--- src/rtl/lsu_pkg.sv ---
// Shared definitions for the load/store unit: size encodings, FSM states
// and the byte-mask helper used for strobe generation.
package lsu_pkg;

    localparam logic [1:0] SZ_BYTE = 2'b00;
    localparam logic [1:0] SZ_HALF = 2'b01;
    localparam logic [1:0] SZ_WORD = 2'b10;
    localparam logic [1:0] SZ_ILL  = 2'b11;

    typedef enum logic [1:0] {
        ST_IDLE = 2'b00,
        ST_ACC0 = 2'b01,
        ST_ACC1 = 2'b10,
        ST_DONE = 2'b11
    } lsu_state_t;

    function automatic logic [3:0] size_mask(input logic [1:0] size);
        case (size)
            SZ_BYTE: size_mask = 4'b0001;
            SZ_HALF: size_mask = 4'b0011;
            default: size_mask = 4'b1111;
        endcase
    endfunction

endpackage

--- src/rtl/lsu_load_align.sv ---
// Combinational load aligner: picks the addressed bytes out of a two-word
// window and sign- or zero-extends them to a full word.
module lsu_load_align
    import lsu_pkg::*;
#(
    parameter int DATA_WIDTH = 32
) (
    input  logic [DATA_WIDTH-1:0] lo,
    input  logic [DATA_WIDTH-1:0] hi,
    input  logic [1:0]            off,
    input  logic [1:0]            size,
    input  logic                  is_unsigned,
    output logic [DATA_WIDTH-1:0] result
);

    logic [DATA_WIDTH-1:0] window;

    // Size casts of signed values sign-extend; unsigned ones zero-extend.
    function automatic logic [DATA_WIDTH-1:0] extend(
        input logic [DATA_WIDTH-1:0] v,
        input logic [1:0]            sz,
        input logic                  uns
    );
        logic signed [7:0]  b;
        logic signed [15:0] h;
        b = signed'(v[7:0]);
        h = signed'(v[15:0]);
        case (sz)
            SZ_BYTE: extend = uns ? DATA_WIDTH'(v[7:0])  : DATA_WIDTH'(b);
            SZ_HALF: extend = uns ? DATA_WIDTH'(v[15:0]) : DATA_WIDTH'(h);
            default: extend = v;
        endcase
    endfunction

    always_comb begin
        window = DATA_WIDTH'({hi, lo} >> {off, 3'b000});
        result = extend(window, size, is_unsigned);
    end

endmodule

--- src/rtl/lsu_mem_master.sv ---
// Load/store initiator for one byte-strobed data memory port; splits
// misaligned accesses into two word accesses and returns one response.
module lsu_mem_master
    import lsu_pkg::*;
#(
    parameter int ADDR_WIDTH     = 10,
    parameter int DATA_WIDTH     = 32,
    parameter int MEM_DEPTH      = 256,
    parameter int TRANSFER_WIDTH = 4
) (
    input  logic                      clk,
    input  logic                      rst_n,
    input  logic                      req_valid_i,
    output logic                      req_ready_o,
    input  logic                      req_we_i,
    input  logic [1:0]                req_size_i,
    input  logic                      req_unsigned_i,
    input  logic [ADDR_WIDTH-1:0]     req_addr_i,
    input  logic [DATA_WIDTH-1:0]     req_wdata_i,
    output logic                      rsp_valid_o,
    output logic                      rsp_err_o,
    output logic [DATA_WIDTH-1:0]     rsp_rdata_o,
    output logic                      mem_we_o,
    output logic [ADDR_WIDTH-1:0]     mem_addr_o,
    output logic [DATA_WIDTH-1:0]     mem_wdata_o,
    output logic [TRANSFER_WIDTH-1:0] mem_be_o,
    input  logic [DATA_WIDTH-1:0]     mem_rdata_i
);

    // Word index carries one extra bit so the +1 for the second word cannot wrap.
    localparam int               IDX_W = ADDR_WIDTH - 1;
    localparam logic [IDX_W-1:0] DEPTH = IDX_W'(MEM_DEPTH);

    lsu_state_t state, state_nxt;

    logic                  accept;
    logic [7:0]            sh_in;
    logic [IDX_W-1:0]      idx0;
    logic [IDX_W-1:0]      idx1;
    logic                  err_in;

    logic [ADDR_WIDTH-3:0] word_q;
    logic [1:0]            off_q;
    logic [1:0]            size_q;
    logic                  uns_q;
    logic                  we_q;
    logic                  err_q;
    logic [7:0]            sh_q;
    logic [DATA_WIDTH-1:0] wdata_q;
    logic [DATA_WIDTH-1:0] lo_q;
    logic [DATA_WIDTH-1:0] hi_q;
    logic [DATA_WIDTH-1:0] load_res;

    always_comb begin
        accept = req_valid_i && (state == ST_IDLE);
        sh_in  = {4'b0000, size_mask(req_size_i)} << req_addr_i[1:0];
        idx0   = {1'b0, req_addr_i[ADDR_WIDTH-1:2]};
        idx1   = idx0 + IDX_W'(1);
        err_in = (req_size_i == SZ_ILL) || (idx0 >= DEPTH) ||
                 ((|sh_in[7:4]) && ((idx1 >= DEPTH) || idx1[IDX_W-1]));
    end

    always_ff @(posedge clk or negedge rst_n) begin
        if (!rst_n) begin
            state <= ST_IDLE;
        end else begin
            state <= state_nxt;
        end
    end

    always_ff @(posedge clk or negedge rst_n) begin
        if (!rst_n) begin
            err_q <= 1'b0;
        end else if (accept) begin
            err_q <= err_in;
        end
    end

    always_ff @(posedge clk) begin
        if (accept) begin
            word_q  <= req_addr_i[ADDR_WIDTH-1:2];
            off_q   <= req_addr_i[1:0];
            size_q  <= req_size_i;
            uns_q   <= req_unsigned_i;
            we_q    <= req_we_i;
            sh_q    <= sh_in;
            wdata_q <= req_wdata_i;
        end
        if (state == ST_ACC0) begin
            lo_q <= mem_rdata_i;
            hi_q <= '0;
        end
        if (state == ST_ACC1) begin
            hi_q <= mem_rdata_i;
        end
    end

    always_comb begin
        state_nxt = state;
        case (state)
            ST_IDLE: if (accept) state_nxt = err_in ? ST_DONE : ST_ACC0;
            ST_ACC0: state_nxt = (|sh_q[7:4]) ? ST_ACC1 : ST_DONE;
            ST_ACC1: state_nxt = ST_DONE;
            ST_DONE: state_nxt = ST_IDLE;
            default: state_nxt = ST_IDLE;
        endcase
    end

    always_comb begin
        req_ready_o = rst_n && (state == ST_IDLE);
        rsp_valid_o = 1'b0;
        rsp_err_o   = 1'b0;
        rsp_rdata_o = '0;
        mem_we_o    = 1'b0;
        mem_addr_o  = '0;
        mem_wdata_o = '0;
        mem_be_o    = '0;
        case (state)
            ST_ACC0: begin
                mem_we_o    = we_q;
                mem_addr_o  = {word_q, 2'b00};
                mem_be_o    = sh_q[3:0];
                mem_wdata_o = wdata_q << {off_q, 3'b000};
            end
            ST_ACC1: begin
                mem_we_o    = we_q;
                mem_addr_o  = {word_q + 1'b1, 2'b00};
                mem_be_o    = sh_q[7:4];
                mem_wdata_o = wdata_q >> (6'd32 - {1'b0, off_q, 3'b000});
            end
            ST_DONE: begin
                rsp_valid_o = 1'b1;
                rsp_err_o   = err_q;
                rsp_rdata_o = (err_q || we_q) ? '0 : load_res;
            end
            default: ;
        endcase
    end

    lsu_load_align #(
        .DATA_WIDTH(DATA_WIDTH)
    ) u_align (
        .lo         (lo_q),
        .hi         (hi_q),
        .off        (off_q),
        .size       (size_q),
        .is_unsigned(uns_q),
        .result     (load_res)
    );

endmodule

--- config.mk ---
export PLATFORM = sky130hd
export DESIGN_NAME = lsu_mem_master
export DESIGN_NICKNAME = d
export VERILOG_FILES = /design/src/rtl/lsu_pkg.sv /design/src/rtl/lsu_load_align.sv /design/src/rtl/lsu_mem_master.sv
export SDC_FILE = /design/constraint.sdc
export NUM_CORES = 1
export LEC_CHECK = 0
export CORE_AREA = 5 5 115 117
export DETAILED_ROUTE_END_ITERATION = 10
export DIE_AREA = 0 0 120 122
export GPL_TIMING_DRIVEN = 0
export PLACE_DENSITY = 0.93
export RECOVER_POWER = 50
export SLEW_MARGIN = 20
export SYNTH_ARGS = -nofsm -noshare
export SYNTH_HDL_FRONTEND = slang
export SYNTH_SLANG_ARGS = --single-unit
--- constraint.sdc ---
create_clock -name clk -period 6.2 [get_ports clk]
set_input_delay 0.93 -clock clk [delete_from_list [all_inputs] [get_ports clk]]
set_output_delay 0.93 -clock clk [all_outputs]
set_load 0.05 [all_outputs]
-- Word-level counts from Yosys, hierarchy flattened
Cells that the tools add are included.
- $add $sub $neg: 3
- $lt $le $gt $ge: 1
- equality and inequality tests: 7
- shift operators: 4
- mux-type cells: 18
- reduce and logical (&&, ||, !) cells: 13
- operators with widths (cell ; number):
    32-bit 2-to-1 mux ; 6
    32-bit case mux with 2 select lines ; 2
    64-bit by 5-bit right shift with 32-bit output ; 1
    32-bit by 5-bit left shift with 32-bit output ; 1
    32-bit by 6-bit right shift with 32-bit output ; 1
    10-bit case mux with 2 select lines ; 1
    4-bit case mux with 2 select lines ; 2
    8-bit by 1-bit adder with 9-bit output (second input constant) ; 1
    9-bit greater-or-equal comparator (second input constant) ; 1
    8-bit by 1-bit adder with 8-bit output (second input constant) ; 1
    2-bit case mux with 4 select lines ; 1
    4-bit OR reduction ; 2
    4-bit by 2-bit left shift with 8-bit output ; 1
    2-bit by 1-bit equality test with 1-bit output (second input constant) ; 3
    2-bit equality test (second input constant) ; 3
    2-bit zero test ; 3
    6-bit by 5-bit subtractor with 6-bit output (first input constant) ; 1
    1-bit 2-to-1 mux ; 4
    2-bit 2-to-1 mux ; 2
    1-bit logical AND ; 3
    1-bit logical OR ; 3
    2-bit != test (second input constant) ; 1
    2-bit nonzero test ; 1
    2-bit OR reduction ; 1
- bits in registers: 121
- output and inout port bits: 82
- logic and storage cells: 57

-- Longest topological paths before layout
Gate-level depths: netlist of run 1.
- word-level depth: 9
- mapped depth: 11
- gate-level depth less buffers: 6

-- By module
From an unflattened synthesis of run 1, not the netlist that was laid out.
- cells, all modules: 541
- area total of the unflattened synthesis: 6866.6 µm²
- modules (own cells, without submodules) (module ; times used ; cells each ; area an instance (µm²) ; sequential area each (µm²)):
    lsu_mem_master ; 1 ; 440 ; 5756.8 ; 3588.4
    lsu_load_align ; 1 ; 101 ; 1109.8 ; 0.0

-- Worst setup path before layout of run 1
Ideal clock, no wire load.
- path kind: reg-to-output
- start: register state[1]
- end: output mem_wdata_o[18]
- arrival: 3.279 ns
- data required time: 5.270 ns
- setup slack: 1.991 ns
- cell stages (with the launch flop): 7
- buffers on the path: 2
- path through: dfrtp_1 inv_1 ha_1 clkbuf_1 buf_1 a221oi_1 nor3b_1
- longest elaborated chain between the ends: 2
- elaborated cells between the ends (all ways): 3
- ends and longest elaborated chain (element ; line ; source):
    start, declared ; lsu_mem_master.sv:34 ; lsu_state_t state, state_nxt;
    start signal, assigned ; lsu_mem_master.sv:67 ; state <= state_nxt;
    2-bit equality test or 2-bit by 1-bit equality test with 1-bit output (tied branches) ; lsu_mem_master.sv:118 ; case (state)
    32-bit case mux with 2 select lines (*) ; lsu_mem_master.sv:118 ;
    end, declared ; lsu_mem_master.sv:25 ; output logic [DATA_WIDTH-1:0] mem_wdata_o,
Every way passes the cells marked *; elsewhere a longest branch is shown, timed or not.

-- Worst setup path in the final report of run 1
- start: register off_q[1]
- end: output mem_wdata_o[9]
- longest elaborated chain between the ends: 3
- elaborated cells between the ends (all ways): 4
- ends and longest elaborated chain (element ; line ; source):
    start, declared ; lsu_mem_master.sv:43 ; logic [1:0] off_q;
    start signal, assigned ; lsu_mem_master.sv:82 ; off_q <= req_addr_i[1:0];
    6-bit by 5-bit subtractor with 6-bit output ; lsu_mem_master.sv:129 ; mem_wdata_o = wdata_q >> (6'd32 - {1'b0, off_q, 3'b000});
    32-bit by 6-bit right shift with 32-bit output ; lsu_mem_master.sv:129 ;
    32-bit case mux with 2 select lines (*) ; lsu_mem_master.sv:118 ;
Marked as above.

==> run summary, run 1 <==
post-synthesis async set-or-reset flop share - 2.68%
die width - 120 um
critical path endpoint category - output pin
Synth Area in Compound Gates - 12.8%
wire length per cell - 23.4 um
top-level I/O count - 163
Yosys warning count - 0
Initial Util - 50.8%
clock skew - 0.00620 ns
H-Tree Depth - 3
DR pass1 iterations - 5
Crit Path Max Fanout - 10
Via Count - 5,232
peak supply drop - 274 uV
vias in the first global route - 5,305
crit path DAT - 4.38 ns
kind of critical path - reg2out
Resized cells post-CTS - 0
Syn Inst Count - 491
synthesized cell area - 6230 um^2
Final Max Slew Viols - 0
Core ar. - 12,300 um^2
drc violations - 0
cts bufs inserted - 9
Root Driver - clkbuf_16
Final Hold Vio Count - 0
PortBufs - 160
Leak - 2.96 nW
Worst Hold Class - reg2reg
R2R depth - 3
Area Overhead vs Synth - 34.4%
GPL Wtd Cong - 0.922
startpoint types - register
RSZ-0062 raised after global routing - no
Pwr Density - 469 nW/um^2
CTS max path bufs - 2
Reg-to-Reg End - lo_q[19]$_DFFE_PP_
die height - 122 um
multiplexer share of the synthesized area - 15.1%
vias per cell - 6.38
Skew-Pair Late Insertion Delay - 0.36 ns
Worst setup endpoint - mem_wdata_o[9]
main combinational cell family by area after synthesis - multiplexers
CTS tree - yes
min cycle time layout - 5.31 ns
Sink Count - 112
status - completed
gr ovfl total - 0
flops & latches, synth - 112
largest net degree at the start of global routing - 56
sequential fraction of the synthesis area - 53.8%
worst reg-to-reg setup slack - 3.69 ns
Routed Antenna Nets - 0
Die Area - 14,600 um^2
adder-cell share of the synthesized area - 1.41%
Final setup viols - 0
fmax - 0.188 GHz
Critical Path Source - off_q[1]$_DFFE_PP_
initial antenna violation count - 1
Routed WL - 19,200 um
Synth Area in Simple Gates - 13.0%
Post-synth EDFFs - 109
max cap viols - 0
Util after Layout - 68.3%
dpl hpwl - 13,700 um
CP required - 5.27 ns
XOR/XNOR share of the synthesized area - 0.141%
TNS Setup - 0 ns
worst reg2reg path startpoint - state[1]$_DFFE_PN0P_
# nets final - 752
layout cells sized above 1 - 12.1%
worst-margin pin slew - 1.12 ns
Netlist cell types - 48
Overall Global Routing Usage - 26.3%
num rows - 41
Avg Cell Area, Syn - 12.7 um^2
normalized max-slew margin - 25.3%
first-pass GRT wire length - 29,400 um
Period Utilization, post-route - 85.7%
initial detailed-routing violation count - 696
Post-synth top flop - edfxtp_1
Post-CTS Hold Buffers - 0
Clk pin slew, worst setup/hold paths - 0.07 ns
Post-CTS Repair Setup Buffers - 0
[sequential cells by signal, summed over array words and instances (netlist names)]
register  count
off_q         2
sh_q          7
err_q         1
hi_q         24
word_q        8
lo_q         32
uns_q         1
we_q          1
wdata_q      32
size_q        2
state         2
[cells in the final DEF (no fill, tap or decap), types with 5 or more instances in the layout]
master / n
a21oi_1: 32
nand2_1: 30
clkbuf_1: 20
clkdlybuf4s50_1: 81
a221o_1: 16
dlygate4sd3_1: 79
buf_2: 12
o21ai_0: 15
and3_1: 12
o2bb2ai_1: 6
nor2_1: 35
a221oi_1: 5
nor2b_1: 17
mux4_2: 28
clkbuf_16: 9
and2_1: 30
mux2_2: 7
buf_4: 7
a22oi_1: 17
inv_1: 5
edfxtp_1: 109
mux2i_1: 23
a22o_1: 11
ha_1: 6
[per-stage QoR]
stage	hold WS [ns]	power [W]	setup WS, ns	instances	area, um^2
after global placement	0.550	0.00319	1.20	802	8020
after floorplan	0.513	0.00259	1.99	492	6230
after CTS	0.597	0.00394	0.655	819	8390
after global routing	0.618	0.00407	0.806	820	8370
after detailed placement	0.587	0.00328	1.10	803	8050
final	0.597	0.00392	0.890	820	8370
[critical path, stage by stage (launching register included)]
cell	delay (ns)
edfxtp_1	0.36
buf_2	0.30
buf_2	0.36
inv_1	0.11
ha_1	0.32
buf_2	0.30
nor4b_2	0.79
buf_2	0.42
a221o_1	0.22
clkdlybuf4s50_1	0.82
[synth_stat cells (6+ instances only)]
| cell type | instances | area, um^2 |
|---|---|---|
| and3_1 | 12 | 75.1 |
| mux2i_1 | 23 | 230 |
| buf_2 | 13 | 65.1 |
| a22oi_1 | 17 | 128 |
| nor2b_1 | 17 | 106 |
| nor2_1 | 35 | 131 |
| a22o_1 | 11 | 96.3 |
| mux2_2 | 7 | 78.8 |
| nand2_1 | 30 | 113 |
| ha_1 | 7 | 87.6 |
| edfxtp_1 | 109 | 3270 |
| clkbuf_1 | 18 | 67.6 |
| o21ai_0 | 15 | 75.1 |
| mux4_2 | 28 | 631 |
| and2_1 | 32 | 200 |
| o2bb2ai_1 | 6 | 52.6 |
| a21oi_1 | 32 | 160 |
| buf_4 | 7 | 52.6 |
| a221o_1 | 16 | 160 |
[where the power goes]
part           total (W)  switching (W)  internal (W)
sequential       0.00128       0.000138       0.00114
combinational    0.00198        0.00128      0.000705
clock           0.000660       0.000280      0.000380
[cell type report]
cell class / instances / area [um^2]
inverter: 5 / 18.8
timing repair buffer: 161 / 1610
clock inverter: 5 / 87.6
tap: 150 / 188
clock buffer: 11 / 253
antenna: 1 / 2.50
fill: 854 / 3890
multi-input combinational: 333 / 2650
buffer: 42 / 214
sequential: 112 / 3350
[logic make-up after synthesis]
family | Yosys count
multiplexers | 58
buffers and inverters | 47
AND/OR/NAND/NOR | 152
other | 1
flip-flops | 112
adder cells (fa/ha/maj) | 7
AO/OA/AOI/OAI | 113
XOR/XNOR | 1
[how the worst min path moves through the flow]
| stage | startpoint | cells after the start | end | slack (ns) |
|---|---|---|---|---|
| 2_1_floorplan | err_q$_DFFE_PN0P_ | 2 | err_q$_DFFE_PN0P_ | 0.51 |
| 3_3_place_gp | err_q$_DFFE_PN0P_ | 2 | err_q$_DFFE_PN0P_ | 0.55 |
| 3_5_place_dp | err_q$_DFFE_PN0P_ | 2 | err_q$_DFFE_PN0P_ | 0.59 |
| 4_1_cts | err_q$_DFFE_PN0P_ | 2 | err_q$_DFFE_PN0P_ | 0.60 |
| 5_1_grt | err_q$_DFFE_PN0P_ | 2 | err_q$_DFFE_PN0P_ | 0.62 |
| 6_report | err_q$_DFFE_PN0P_ | 2 | err_q$_DFFE_PN0P_ | 0.60 |
[metal layers]
| layer | global-route usage, % | up-vias | part of all wire (%) |
|---|---|---|---|
| met1 | 33.1 | 2554 | 36 |
| met5 | 0 | - | 0 |
| met2 | 43.2 | 345 | 50 |
| met3 | 6.31 | 74 | 9.3 |
| li1 | - | 2259 | - |
| met4 | 12.5 | 0 | 3.9 |
(Power assumes the default switching activity.)
==> run 2, diff against run 1 <==
- TNS_END_PERCENT: unset -> 5
==> results of run 2 <==
No change in the layout: final DEF, timing and power equal those of run 1.
==> run 3, diff against run 2 <==
- SKIP_LAST_GASP: unset -> 1
==> results of run 3 <==
No change in the layout: final DEF, timing and power equal those of run 1.
